File: src/rtl/fetch_sequencer.sv
// Instruction fetch sequencer: owns the fetch PC, the single-outstanding imem
// handshake, redirect/stall handling and the IF/ID output register.
module fetch_sequencer #(
    parameter logic [31:0] RESET_PC = 32'h0000_0000
) (
    input  logic        clk,
    input  logic        rstn,
    input  logic        br_taken,
    input  logic [31:0] br_target,
    input  logic        stall,
    output logic        imem_req,
    output logic [31:0] imem_addr,
    input  logic        imem_ack,
    input  logic [31:0] imem_rdata,
    output logic        if_valid,
    output logic [31:0] if_pc,
    output logic [31:0] if_inst,
    output logic        flush_ifid,
    output logic        flush_idex,
    output logic [31:0] pc,
    output logic [1:0]  dbg_state
);

    localparam logic [1:0] ST_IDLE = 2'd0;
    localparam logic [1:0] ST_REQ  = 2'd1;
    localparam logic [1:0] ST_HOLD = 2'd2;
    localparam logic [1:0] ST_DROP = 2'd3;

    logic [1:0]  state_q, state_d;
    logic [31:0] pc_q, pc_d;
    logic [31:0] drop_addr_q, drop_addr_d;
    logic        if_valid_q, if_valid_d;
    logic [31:0] if_pc_q, if_pc_d;
    logic [31:0] if_inst_q, if_inst_d;
    logic        skid_valid_q, skid_valid_d;
    logic [31:0] skid_pc_q, skid_pc_d;
    logic [31:0] skid_inst_q, skid_inst_d;
    logic [31:0] redirect_pc;
    logic [31:0] pc_inc;

    // Handshake: imem_req is the valid, imem_ack the completion; a request is
    // held with a stable address until the cycle in which imem_ack is sampled high.
    assign imem_req   = (state_q == ST_REQ) || (state_q == ST_DROP);
    assign imem_addr  = (state_q == ST_DROP) ? drop_addr_q : pc_q;
    assign flush_ifid = br_taken;
    assign flush_idex = br_taken;
    assign if_valid   = if_valid_q;
    assign if_pc      = if_pc_q;
    assign if_inst    = if_inst_q;
    assign pc         = pc_q;
    assign dbg_state  = state_q;

    assign redirect_pc = br_target & ~32'h0000_0003;
    assign pc_inc      = pc_q + 32'd4;

    always_comb begin
        state_d      = state_q;
        pc_d         = pc_q;
        drop_addr_d  = drop_addr_q;
        if_valid_d   = if_valid_q;
        if_pc_d      = if_pc_q;
        if_inst_d    = if_inst_q;
        skid_valid_d = skid_valid_q;
        skid_pc_d    = skid_pc_q;
        skid_inst_d  = skid_inst_q;

        if (br_taken) begin
            pc_d         = redirect_pc;
            if_valid_d   = 1'b0;
            skid_valid_d = 1'b0;
            // An unanswered request must still be retired, so remember its address.
            if (imem_req && !imem_ack) begin
                state_d = ST_DROP;
                if (state_q == ST_REQ) begin
                    drop_addr_d = pc_q;
                end
            end else begin
                state_d = ST_REQ;
            end
        end else begin
            case (state_q)
                ST_IDLE: begin
                    state_d = ST_REQ;
                end
                ST_REQ: begin
                    if (imem_ack) begin
                        pc_d = pc_inc;
                        if (stall) begin
                            skid_valid_d = 1'b1;
                            skid_pc_d    = pc_q;
                            skid_inst_d  = imem_rdata;
                            state_d      = ST_HOLD;
                        end else begin
                            if_valid_d = 1'b1;
                            if_pc_d    = pc_q;
                            if_inst_d  = imem_rdata;
                        end
                    end else if (!stall) begin
                        if_valid_d = 1'b0;
                    end
                end
                ST_HOLD: begin
                    if (!stall) begin
                        if_valid_d   = skid_valid_q;
                        if_pc_d      = skid_pc_q;
                        if_inst_d    = skid_inst_q;
                        skid_valid_d = 1'b0;
                        state_d      = ST_REQ;
                    end
                end
                default: begin
                    if_valid_d = 1'b0;
                    if (imem_ack) begin
                        state_d = ST_REQ;
                    end
                end
            endcase
        end
    end

    always_ff @(posedge clk or negedge rstn) begin
        if (!rstn) begin
            state_q      <= ST_IDLE;
            pc_q         <= RESET_PC;
            drop_addr_q  <= 32'h0;
            if_valid_q   <= 1'b0;
            if_pc_q      <= 32'h0;
            if_inst_q    <= 32'h0;
            skid_valid_q <= 1'b0;
            skid_pc_q    <= 32'h0;
            skid_inst_q  <= 32'h0;
        end else begin
            state_q      <= state_d;
            pc_q         <= pc_d;
            drop_addr_q  <= drop_addr_d;
            if_valid_q   <= if_valid_d;
            if_pc_q      <= if_pc_d;
            if_inst_q    <= if_inst_d;
            skid_valid_q <= skid_valid_d;
            skid_pc_q    <= skid_pc_d;
            skid_inst_q  <= skid_inst_d;
        end
    end

endmodule

File: config.mk
export PLATFORM = sky130hd
export DESIGN_NAME = fetch_sequencer
export DESIGN_NICKNAME = d
export VERILOG_FILES = /design/src/rtl/fetch_sequencer.sv
export SDC_FILE = /design/constraint.sdc
export NUM_CORES = 1
export LEC_CHECK = 0
export ABC_CLOCK_PERIOD_IN_PS = 6600
export CAP_MARGIN = 30
export CORE_UTILIZATION = 54
export DETAILED_ROUTE_END_ITERATION = 12
export PLACE_DENSITY = 0.85
export SKIP_LAST_GASP = 1
export SYNTH_ARGS = -nofsm -noshare
export SYNTH_HDL_FRONTEND = slang
export SYNTH_SLANG_ARGS = --single-unit
File: constraint.sdc
create_clock -name clk -period 6.6 [get_ports clk]
set_clock_uncertainty 0.1 [all_clocks]
set_input_delay 0.99 -clock clk [delete_from_list [all_inputs] [get_ports clk]]
set_output_delay 0.99 -clock clk [all_outputs]
set_load 0.01 [all_outputs]
==> flow_metrics.tcl <==
set metrics [dict create \
    diodes 0 \
    drt-wirelength-per-cell_um 17.2 \
    path_clk_slew_ps 60 \
    vias 6183 \
    portBuffers 194 \
    rows 46 \
    cts_htree_levels 4 \
    holdPathEnd "if_pc[29]$_DFFE_PN0P_" \
    antenna_found_initial 0 \
    wirelength_met1_um 8810 \
    power_mw 4.67 \
    postLayoutCellArea_sq_um 11400 \
    ir_worst_vdd_uv 193 \
    wl_met2_um 9770 \
    fin_cells 1152 \
    multi_input_area_sq_um 3720 \
    tightest_slew_ps 917 \
    dp.cells 1120 \
    viasPerCell 5.37 \
    post-route-period-util 0.557 \
    num-nets-final 997 \
    grt_pass1_vias 6149 \
    grt_util_all_layers 0.249 \
    routed.top_layer "met4" \
    wirelength_um 19900 \
    ys_ff_latch 188 \
    clkSinkCount 188 \
    cts_resized 0 \
    clk_latency_ps 420 \
    hold_violations 0 \
    regArea_sq_um 4700 \
    crit_family "adder cells" \
    cts_tree "built" \
    slew_headroom 0.387 \
    yosys_warnings 0 \
    cp_cell_sequence "ha_2 > mux2_2 > clkdlybuf4s50_1" \
    end_kind "output port" \
    clock_path_buffers 2 \
    r2r_cells 6 \
    synth_area_sq_um 8740 \
    hold_buffers 0 \
    dieArea_sq_um 16700 \
    r2r_slack_ps 3690 \
    first_pass_iters 5 \
    leakagePower_nw 4.81 \
    drive_gt1_frac 0.172 \
    regToRegStartpoint "dbg_state[0]$_DFFE_PN0P_" \
    final_cell_mix "clkdlybuf4s50_1 (192), dfrtp_1 (188), nand2_1 (115)" \
    synth.area.top_cells "dfrtp_1 (54%), mux2_2 (11%), mux2i_1 (7.2%), o21ai_0 (6.2%), nand2_1 (5.0%)" \
    cp.buffers_inverters 1 \
    coreArea_sq_um 15800 \
    ios 203 \
    gr-total-overflow 0 \
    cp_max_fo 36 \
    drc 0 \
    fmax_ghz 0.272 \
    fill_cells 1120 \
    whs_path_depth 2 \
    worstReg2RegEnd "if_inst[25]$_DFFE_PN0P_" \
    fp.dieH_um 129 \
    final.setup.tns_ps 0 \
    place.gp.congestion 0.772 \
    drtIter0Drc 235 \
    wl_met3_um 1150 \
    setup_viol 0 \
    cts_setup_buffers 0 \
    fin_util 0.721 \
    p_per_area_nw_per_um2 409 \
    cts_buffers 17 \
    hpwl_um 12800 \
    cts-root-buf "clkbuf_16" \
    synth_edf_count 0 \
    grt_max_degree 109 \
    final_max_slew_viol_count 0 \
    max_cap_violations 0 \
    synth.avg_cell_area_sq_um 11.4 \
    arrival_ps 2590 \
    cpMaxStageDelayCell "ha_2" \
    syn_inst 765 \
    post-synth-top-area-fraction 0.538 \
    layout_commonest_cell "clkdlybuf4s50_1" \
    die_w_um 129 \
    min_period_ps 3680 \
    required_ps 5510 \
    synthToLayoutAreaGrowth_pct 30.6 \
    synth_ff_type "dfrtp_1" \
    slowest_delay_ps 790 \
    rsz0062_at_grt "false" \
    start_util 0.552 \
    min_from "if_pc[29]$_DFFE_PN0P_" \
    startpoint_type "register" \
    synth_top_area_cell "dfrtp_1" \
    crit_cells 3 \
    status "complete, no violations" \
    drtAntennaViolNets 0 \
    crit_type "reg -> out" \
    ys_async_sr_fraction 1.00 \
    dpl-instance-area_sq_um 10800 \
    ys_seq_area_frac 0.538 \
    grt_pass1_wl_um 32100 \
    ys_types 38 \
    hp-class "reg -> reg" \
]
==> where the power goes <==
| group | internal (mW) | total [mW] | switching [mW] | leakage [nW] |
|---|---|---|---|---|
| Combinational | 0.941 | 1.62 | 0.676 | 2.18 |
| Clock | 0.685 | 1.14 | 0.452 | 0.318 |
| Sequential | 1.63 | 1.91 | 0.280 | 2.31 |
==> flip-flops by register name, indices dropped and copies added (netlist names) <==
signal	flops
dbg_state	2
if_inst	32
skid_valid_q	1
if_pc	30
pc	30
if_valid	1
drop_addr_q	30
skid_inst_q	32
skid_pc_q	30
==> per-layer routing <==
metal / track usage / vias up
li1: - / 2948
met4: 0.0664 / 0
met2: 0.415 / 160
met5: 0 / -
met3: 0.0574 / 11
met1: 0.327 / 3064
==> Yosys cell counts (8+ instances only) <==
master and instances:
xor2_1 9, nor3_1 9, mux2i_1 63, xnor2_1 20, nand2_1 116, buf_2 14, mux2_2 89, o21ai_0 109
nor4_1 8, inv_1 8, mux2_4 20, dfrtp_1 188, clkbuf_1 38, buf_4 8
==> kinds of logic (layout without fill, tap and decap cells) <==
family	Yosys count	after routing	synth area share
DFF	188	188	0.538
buffers and inverters	74	240	0.0406
AOI/OAI and AO/OA	120	120	0.0698
and+or+nand+nor	176	176	0.0937
other	1	6	0.000429
adders and majority gates	5	5	0.00716
muxes	172	172	0.221
xor gates and xnor gates	29	29	0.0291
==> cell type report <==
cell class / count / area share
clock buffer: 18 / 0.0385
clock inverter: 14 / 0.0191
inverter: 8 / 0.00263
multi-input combinational: 508 / 0.326
sequential: 188 / 0.412
tap: 216 / 0.0237
timing repair buffer: 200 / 0.178
==> worst reg2reg max path, stage by stage (launching register included) <==
cell	delay (ps)
dfrtp_1	420
inv_1	160
ha_4	570
o22ai_1	190
nand3b_1	670
buf_12	400
o21ai_0	270
==> through the flow <==
step                setup WS, ps  hold WS (ps)
floorplan                   3910           350
global placement            3060           359
detailed placement          3150           369
CTS                         2860           384
global route                2780           401
finish                      2920           374
==> worst max path at each step <==
stage                             startpoint                          to  slack [ps]
detailed placement                  imem_ack        if_pc[4]$_DFFE_PN0P_        3150
CTS                 dbg_state[1]$_DFFE_PN0P_                imem_addr[2]        2860
global route        dbg_state[1]$_DFFE_PN0P_                imem_addr[2]        2780
floorplan           dbg_state[0]$_DFFE_PN0P_               imem_addr[10]        3910
finish              dbg_state[1]$_DFFE_PN0P_               imem_addr[27]        2920
global placement                    imem_ack  skid_inst_q[5]$_DFFE_PN0P_        3060
Power figures use the tool's default switching activity.
